**src/rtl/crossing_ctrl_pkg.sv**
```systemverilog
// Shared types and helpers for the crossing frame controller and its vote filter.
package crossing_ctrl_pkg;

  typedef enum logic [1:0] {
    IDLE,
    STREAM,
    WAIT_RESULT,
    DECIDE
  } ctrl_state_t;

  localparam int FRAME_CNT_W = 16;
  localparam int POP_MAX_W   = 8;

  // Vote windows are at most 8 frames, so a fixed 8-bit input covers every HIST.
  function automatic logic [3:0] popcount(input logic [POP_MAX_W-1:0] bits);
    logic [3:0] n;
    n = '0;
    for (int i = 0; i < POP_MAX_W; i++) begin
      n = n + {3'b000, bits[i]};
    end
    return n;
  endfunction

endpackage

```
**src/rtl/crossing_vote_filter.sv**
```systemverilog
// N-of-M debounce of per-frame detections: shift history, popcount, hysteresis.
module crossing_vote_filter
  import crossing_ctrl_pkg::*;
#(
  parameter  int HIST      = 4,
  parameter  int ON_VOTES  = 3,
  parameter  int OFF_VOTES = 1,
  localparam int VCW       = $clog2(HIST + 1)
) (
  input  logic           clk,
  input  logic           rst,
  input  logic           vote,
  input  logic           vote_valid,
  output logic [VCW-1:0] vote_count,
  output logic           confirmed
);

  logic [HIST-1:0]      hist_q;
  logic [HIST-1:0]      hist_d;
  logic [VCW-1:0]       count_q;
  logic                 confirmed_q;
  logic                 confirmed_d;
  logic [POP_MAX_W-1:0] hist_ext;
  logic [3:0]           pop;

  always_comb begin
    hist_d      = hist_q << 1;
    hist_d[0]   = vote;
    hist_ext    = '0;
    hist_ext[HIST-1:0] = hist_d;
    pop         = popcount(hist_ext);
    confirmed_d = confirmed_q;
    // Between the two thresholds the previous decision holds.
    if (pop >= 4'(ON_VOTES)) begin
      confirmed_d = 1'b1;
    end else if (pop <= 4'(OFF_VOTES)) begin
      confirmed_d = 1'b0;
    end
  end

  always_ff @(posedge clk or posedge rst) begin
    if (rst) begin
      hist_q      <= '0;
      count_q     <= '0;
      confirmed_q <= 1'b0;
    end else if (vote_valid) begin
      hist_q      <= hist_d;
      count_q     <= VCW'(pop);
      confirmed_q <= confirmed_d;
    end
  end

  assign vote_count = count_q;
  assign confirmed  = confirmed_q;

endmodule

```
**src/rtl/crossing_frame_controller.sv**
```systemverilog
// Frame sequencer: aligns to SOF, gates one frame into pattern_recognition,
// waits for its result with a timeout, and debounces the crossing decision.
//
// state       | meaning
// IDLE        | drop non-SOF beats, hold the SOF beat and arm a frame
// STREAM      | zero-latency pass-through of exactly PIX_N beats
// WAIT_RESULT | wait for pr_detection_valid or the timeout
// DECIDE      | one cycle: vote into history, update statistics
module crossing_frame_controller
  import crossing_ctrl_pkg::*;
#(
  parameter  int IMG_WIDTH      = 320,
  parameter  int IMG_HEIGHT     = 240,
  parameter  int W              = 8,
  parameter  int HIST           = 4,
  parameter  int ON_VOTES       = 3,
  parameter  int OFF_VOTES      = 1,
  parameter  int RESULT_TIMEOUT = 4096,
  localparam int PIX_N          = IMG_WIDTH * IMG_HEIGHT,
  localparam int CW             = $clog2(PIX_N),
  localparam int VCW            = $clog2(HIST + 1)
) (
  input  logic                   clk,
  input  logic                   rst,
  input  logic                   enable,
  input  logic                   src_valid,
  output logic                   src_ready,
  input  logic [W-1:0]           src_data,
  input  logic                   src_sof,
  output logic                   pr_x_valid,
  input  logic                   pr_x_ready,
  output logic [W-1:0]           pr_x_data,
  input  logic                   pr_detection_valid,
  input  logic                   pr_crossing_detected,
  input  logic [CW-1:0]          pr_white_count,
  output logic                   busy,
  output logic                   frame_done,
  output logic [FRAME_CNT_W-1:0] frame_count,
  output logic [CW-1:0]          last_white_count,
  output logic [VCW-1:0]         vote_count,
  output logic                   crossing_confirmed,
  output logic                   timeout_err,
  output logic                   sof_err
);

  localparam int            TW       = (RESULT_TIMEOUT > 1) ? $clog2(RESULT_TIMEOUT) : 1;
  localparam logic [CW-1:0] PIX_LAST = CW'(PIX_N - 1);
  localparam logic [TW-1:0] TMO_LOAD = TW'(RESULT_TIMEOUT - 1);

  ctrl_state_t            state_q;
  ctrl_state_t            state_d;
  logic [CW-1:0]          pix_q;
  logic [CW-1:0]          pix_d;
  logic [TW-1:0]          tmo_q;
  logic [TW-1:0]          tmo_d;
  logic                   vote_q;
  logic                   vote_d;
  logic [CW-1:0]          white_q;
  logic [CW-1:0]          white_d;
  logic                   timeout_err_q;
  logic                   timeout_err_d;
  logic                   sof_err_q;
  logic                   sof_err_d;
  logic                   frame_done_q;
  logic [FRAME_CNT_W-1:0] frame_count_q;
  logic [CW-1:0]          last_white_q;
  logic                   xfer;
  logic                   decide;

  assign xfer   = src_valid & pr_x_ready;
  assign decide = (state_q == DECIDE);

  always_comb begin
    state_d       = state_q;
    pix_d         = pix_q;
    tmo_d         = tmo_q;
    vote_d        = vote_q;
    white_d       = white_q;
    timeout_err_d = timeout_err_q;
    sof_err_d     = sof_err_q;
    src_ready     = 1'b0;
    pr_x_valid    = 1'b0;
    pr_x_data     = '0;

    case (state_q)
      IDLE: begin
        if (enable) begin
          // The SOF beat is not accepted here; it is the first beat of STREAM.
          src_ready = ~(src_valid & src_sof);
          if (src_valid & src_sof) begin
            state_d = STREAM;
            pix_d   = '0;
          end
        end
      end
      STREAM: begin
        pr_x_valid = src_valid;
        pr_x_data  = src_data;
        src_ready  = pr_x_ready;
        if (xfer) begin
          if (src_sof && (pix_q != '0)) begin
            sof_err_d = 1'b1;
          end
          if (pix_q == PIX_LAST) begin
            pix_d   = '0;
            tmo_d   = TMO_LOAD;
            state_d = WAIT_RESULT;
          end else begin
            pix_d = pix_q + CW'(1);
          end
        end
      end
      WAIT_RESULT: begin
        if (pr_detection_valid) begin
          vote_d  = pr_crossing_detected;
          white_d = pr_white_count;
          state_d = DECIDE;
        end else if (tmo_q == '0) begin
          timeout_err_d = 1'b1;
          vote_d        = 1'b0;
          white_d       = '0;
          state_d       = DECIDE;
        end else begin
          tmo_d = tmo_q - TW'(1);
        end
      end
      DECIDE: begin
        state_d = IDLE;
      end
      default: begin
        state_d = IDLE;
      end
    endcase

    // Handshake outputs stay low for the whole reset pulse, not just after the edge.
    if (rst) begin
      src_ready  = 1'b0;
      pr_x_valid = 1'b0;
    end
  end

  always_ff @(posedge clk or posedge rst) begin
    if (rst) begin
      state_q       <= IDLE;
      pix_q         <= '0;
      tmo_q         <= '0;
      vote_q        <= 1'b0;
      white_q       <= '0;
      timeout_err_q <= 1'b0;
      sof_err_q     <= 1'b0;
      frame_done_q  <= 1'b0;
      frame_count_q <= '0;
      last_white_q  <= '0;
    end else begin
      state_q       <= state_d;
      pix_q         <= pix_d;
      tmo_q         <= tmo_d;
      vote_q        <= vote_d;
      white_q       <= white_d;
      timeout_err_q <= timeout_err_d;
      sof_err_q     <= sof_err_d;
      frame_done_q  <= decide;
      if (decide) begin
        frame_count_q <= frame_count_q + FRAME_CNT_W'(1);
        last_white_q  <= white_q;
      end
    end
  end

  crossing_vote_filter #(
    .HIST      (HIST),
    .ON_VOTES  (ON_VOTES),
    .OFF_VOTES (OFF_VOTES)
  ) u_vote_filter (
    .clk        (clk),
    .rst        (rst),
    .vote       (vote_q),
    .vote_valid (decide),
    .vote_count (vote_count),
    .confirmed  (crossing_confirmed)
  );

  assign busy             = (state_q != IDLE);
  assign frame_done       = frame_done_q;
  assign frame_count      = frame_count_q;
  assign last_white_count = last_white_q;
  assign timeout_err      = timeout_err_q;
  assign sof_err          = sof_err_q;

endmodule

```
**config.mk**
```make
export PLATFORM = sky130hd
export DESIGN_NAME = crossing_frame_controller
export DESIGN_NICKNAME = d
export VERILOG_FILES = /design/src/rtl/crossing_ctrl_pkg.sv /design/src/rtl/crossing_vote_filter.sv /design/src/rtl/crossing_frame_controller.sv
export SDC_FILE = /design/constraint.sdc
export NUM_CORES = 1
export LEC_CHECK = 0
export BUFFER_PORTS_ARGS = -buffer_cell sky130_fd_sc_hd__buf_2
export CAP_MARGIN = 20
export CELL_PAD_IN_SITES_DETAIL_PLACEMENT = 2
export CELL_PAD_IN_SITES_GLOBAL_PLACEMENT = 2
export CORE_AREA = 2 2 121 123
export DETAILED_ROUTE_END_ITERATION = 8
export DIE_AREA = 0 0 123 125
export PLACE_DENSITY = 0.77
export SYNTH_ARGS = -nofsm -noshare
export SYNTH_HDL_FRONTEND = slang
export SYNTH_SLANG_ARGS = --single-unit
```
**constraint.sdc**
```tcl
create_clock -name clk -period 2.8 [get_ports clk]
set_input_delay 0.28 -clock clk [delete_from_list [all_inputs] [get_ports clk]]
set_output_delay 0.28 -clock clk [all_outputs]
set_load 0.005 [all_outputs]
```
==> flow_summary.json <==
{
  "outcome": "completed",
  "chipWidth_um": 123,
  "drt-total-wl_mm": 12.1,
  "ys.flop_type": "dfrtp_1",
  "die_area_um2": 15400,
  "post_cts_buffers": 0,
  "dp_hpwl_mm": 8.46,
  "final_util": 0.378,
  "htreeDepth": 3,
  "relSlewSlack": 0.588,
  "cts_root_buf": "clkbuf_16",
  "boundaryPins": 84,
  "final_common_cell": "dfrtp_1",
  "syn_area_um2": 4400,
  "setup_violations": 0,
  "ys_ff_latch": 92,
  "worst-slew-pin-transition_ps": 618,
  "post-place-cells": 652,
  "cts_hold_buf": 0,
  "crit_start": "tmo_q[4]",
  "drcViolationCount": 0,
  "slew_violations": 0,
  "wire_per_inst_um": 18.1,
  "path_buf_inv": 0,
  "hold_viol": 0,
  "tns_ps": 0,
  "dr.pass1.iters": 4,
  "power.density_nw_per_um2": 531,
  "antenna_cells": 0,
  "clockBufferDepth": 2,
  "min_period_ps": 2400,
  "fin_cells": 668,
  "path_cells": "or4_4 > or4_4 > nor3_2 > mux2_1 > mux2_1",
  "rows": 44,
  "synth_cells": 392,
  "ys_types": 54,
  "crit_required_ps": 3030,
  "worstSetupPathType": "flop to flop",
  "leakage_nw": 2.66,
  "crit_family": "simple AND/OR/NAND/NOR gates",
  "cp-end-kind": "flop",
  "grt_overflow": 0,
  "routed-via-count": 3388,
  "layout_worst_path_cycle_share": 0.858,
  "cts.sinks": 92,
  "final-seq-area_um2": 2300,
  "multi_input_area_um2": 1970,
  "arrival_ps": 2630,
  "grt_max_degree": 93,
  "cts_tree": "done",
  "cts_resized": 0,
  "syn_nets": 438,
  "synth_edf_count": 0,
  "gp_congestion": 0.773,
  "start_util": 0.309,
  "drive_gt1_frac": 0.308,
  "grt_pass1_wl_mm": 20.3,
  "synth.avg_cell_area_um2": 11.2,
  "n_fill_cell": 1528,
  "r2r-start": "tmo_q[4]",
  "core_area_um2": 14200,
  "layout.nets": 525,
  "start_kind": "flop",
  "yosysWarnings": 0,
  "seq_area_frac_synth": 0.524,
  "max_stage_delay_ps": 600,
  "drt-initial-drc-count": 120,
  "fmax_mhz": 416,
  "cp_max_fo": 6,
  "cts_buffers": 9,
  "slowest_stage": "or4_4",
  "fin_worst_skew_ps": 8.51,
  "clk_pin_slew_ps": 70,
  "synth_async_sr_flop_share": 1.00,
  "ir_drop_uv": 375,
  "grt_antenna_before_repair": 0,
  "antenna_left": 0,
  "io_buffers": 83,
  "clk_latency_ps": 350,
  "grt_pass1_vias": 3851,
  "die_h_um": 125,
  "cap_violations": 0,
  "vias_per_cell": 5.07,
  "areaGrowthSynthToFinish_pct": 22.0,
  "layout_common_cells": "92 x dfrtp_1, 83 x buf_2, 27 x nor2_1, 26 x mux2_2, 25 x nand2_1",
  "hold_class": "primary input to async pin",
  "rsz0062_at_grt": "no",
  "grt_usage": 0.168
}
==> per-stage QoR <==
step	cell area, um^2	hold WS (ps)	worst slack (ps)	power, mW
detailed placement	5060	465	410	1.62
global route	5360	102	260	2.98
floorplan	4400	420	398	1.53
finish	5360	72.4	398	2.85
CTS	5360	121	393	2.90
global placement	5060	456	478	1.61
==> cell families (layout without fill, tap and decap cells) <==
family / after synthesis / count (layout) / synth area share
flip-flops: 92 / 92 / 0.524
adder cells (fa/ha/maj): 13 / 13 / 0.0387
multiplexers: 28 / 28 / 0.0717
buffers and inverters: 31 / 123 / 0.0288
AO/OA/AOI/OAI: 59 / 59 / 0.103
AND/OR/NAND/NOR: 143 / 143 / 0.182
XOR/XNOR: 26 / 26 / 0.0518
==> worst register-to-register path, cell delays in order, from the launching register on <==
cell and delay, ps:
dfrtp_1 440, or4_4 600, or4_4 470, nor3_2 160, mux2_1 340, mux2_1 290
==> synthesized netlist by cell type (2+ instances only) <==
cell type | instances | area (um^2)
clkbuf_1 | 10 | 37.5
nand2b_1 | 3 | 18.8
ha_1 | 12 | 150
nor3b_1 | 7 | 52.6
nor4_1 | 6 | 37.5
nand4_1 | 10 | 62.6
or2_2 | 2 | 12.5
nor3_1 | 7 | 35.0
dfrtp_1 | 92 | 2300
inv_1 | 15 | 56.3
nor2_1 | 27 | 101
and3_1 | 11 | 68.8
and4_1 | 4 | 35.0
mux2_2 | 26 | 293
a22o_1 | 19 | 166
xnor2_1 | 19 | 166
buf_2 | 2 | 10.0
a21oi_1 | 9 | 45.0
nor2b_1 | 3 | 18.8
nor4b_1 | 2 | 17.5
mux2_1 | 2 | 22.5
nand3_1 | 16 | 80.1
nand3b_1 | 2 | 15.0
or4_4 | 3 | 33.8
a211oi_1 | 4 | 30.0
o22ai_1 | 2 | 12.5
buf_1 | 3 | 11.3
o211a_1 | 2 | 20.0
a31o_2 | 4 | 35.0
nand2_1 | 25 | 93.8
o21ai_0 | 4 | 20.0
a31oi_1 | 2 | 12.5
and2_1 | 10 | 62.6
xor2_1 | 7 | 61.3
==> sequential cells by signal (all words and copies together), names as in the netlist <==
| register | count |
|---|---|
| vote_q | 1 |
| timeout_err | 1 |
| u_vote_filter.confirmed | 1 |
| sof_err | 1 |
| u_vote_filter.hist_q | 3 |
| state_q | 2 |
| u_vote_filter.vote_count | 3 |
| frame_count | 16 |
| frame_done | 1 |
| last_white_count | 17 |
| pix_q | 17 |
| tmo_q | 12 |
| white_q | 17 |
==> layer usage <==
layer,up-vias,share of wire,track usage
li1,1580,-,-
met1,1758,0.43,0.202
met2,39,0.53,0.297
met3,11,0.029,0.0415
met4,0,0.011,0.0481
met5,-,0,0
==> power breakdown <==
| group | switching, mW | internal [mW] | total (mW) |
|---|---|---|---|
| registers | 0.0592 | 1.36 | 1.42 |
| clock network | 0.513 | 0.742 | 1.26 |
| logic | 0.101 | 0.0716 | 0.173 |
| total | 0.674 | 2.18 | 2.85 |
==> final cells by class <==
cell class              count  share of cell area
clock buffers              13              0.0485
inverters                  15              0.0112
well taps                 184              0.0429
clock inverters             3             0.00840
multi-input cells         269               0.367
flip-flops and latches     92               0.429
repair buffers             92              0.0924
==> final timing paths <==
path / endpoint / slack (ps) / cells after the start
worst max-delay path: tmo_q[9] / 400 / 5
worst min-delay path: pix_q[2] / 70 / 3
worst max register to register: tmo_q[9] / 400 / 5
worst min register to register: frame_count[15] / 470 / 1
max in group asynchronous: tmo_q[0] / 2300 / 3
min in group clk: white_q[10] / 160 / 2
No activity file was read; power rests on OpenSTA's default activity.
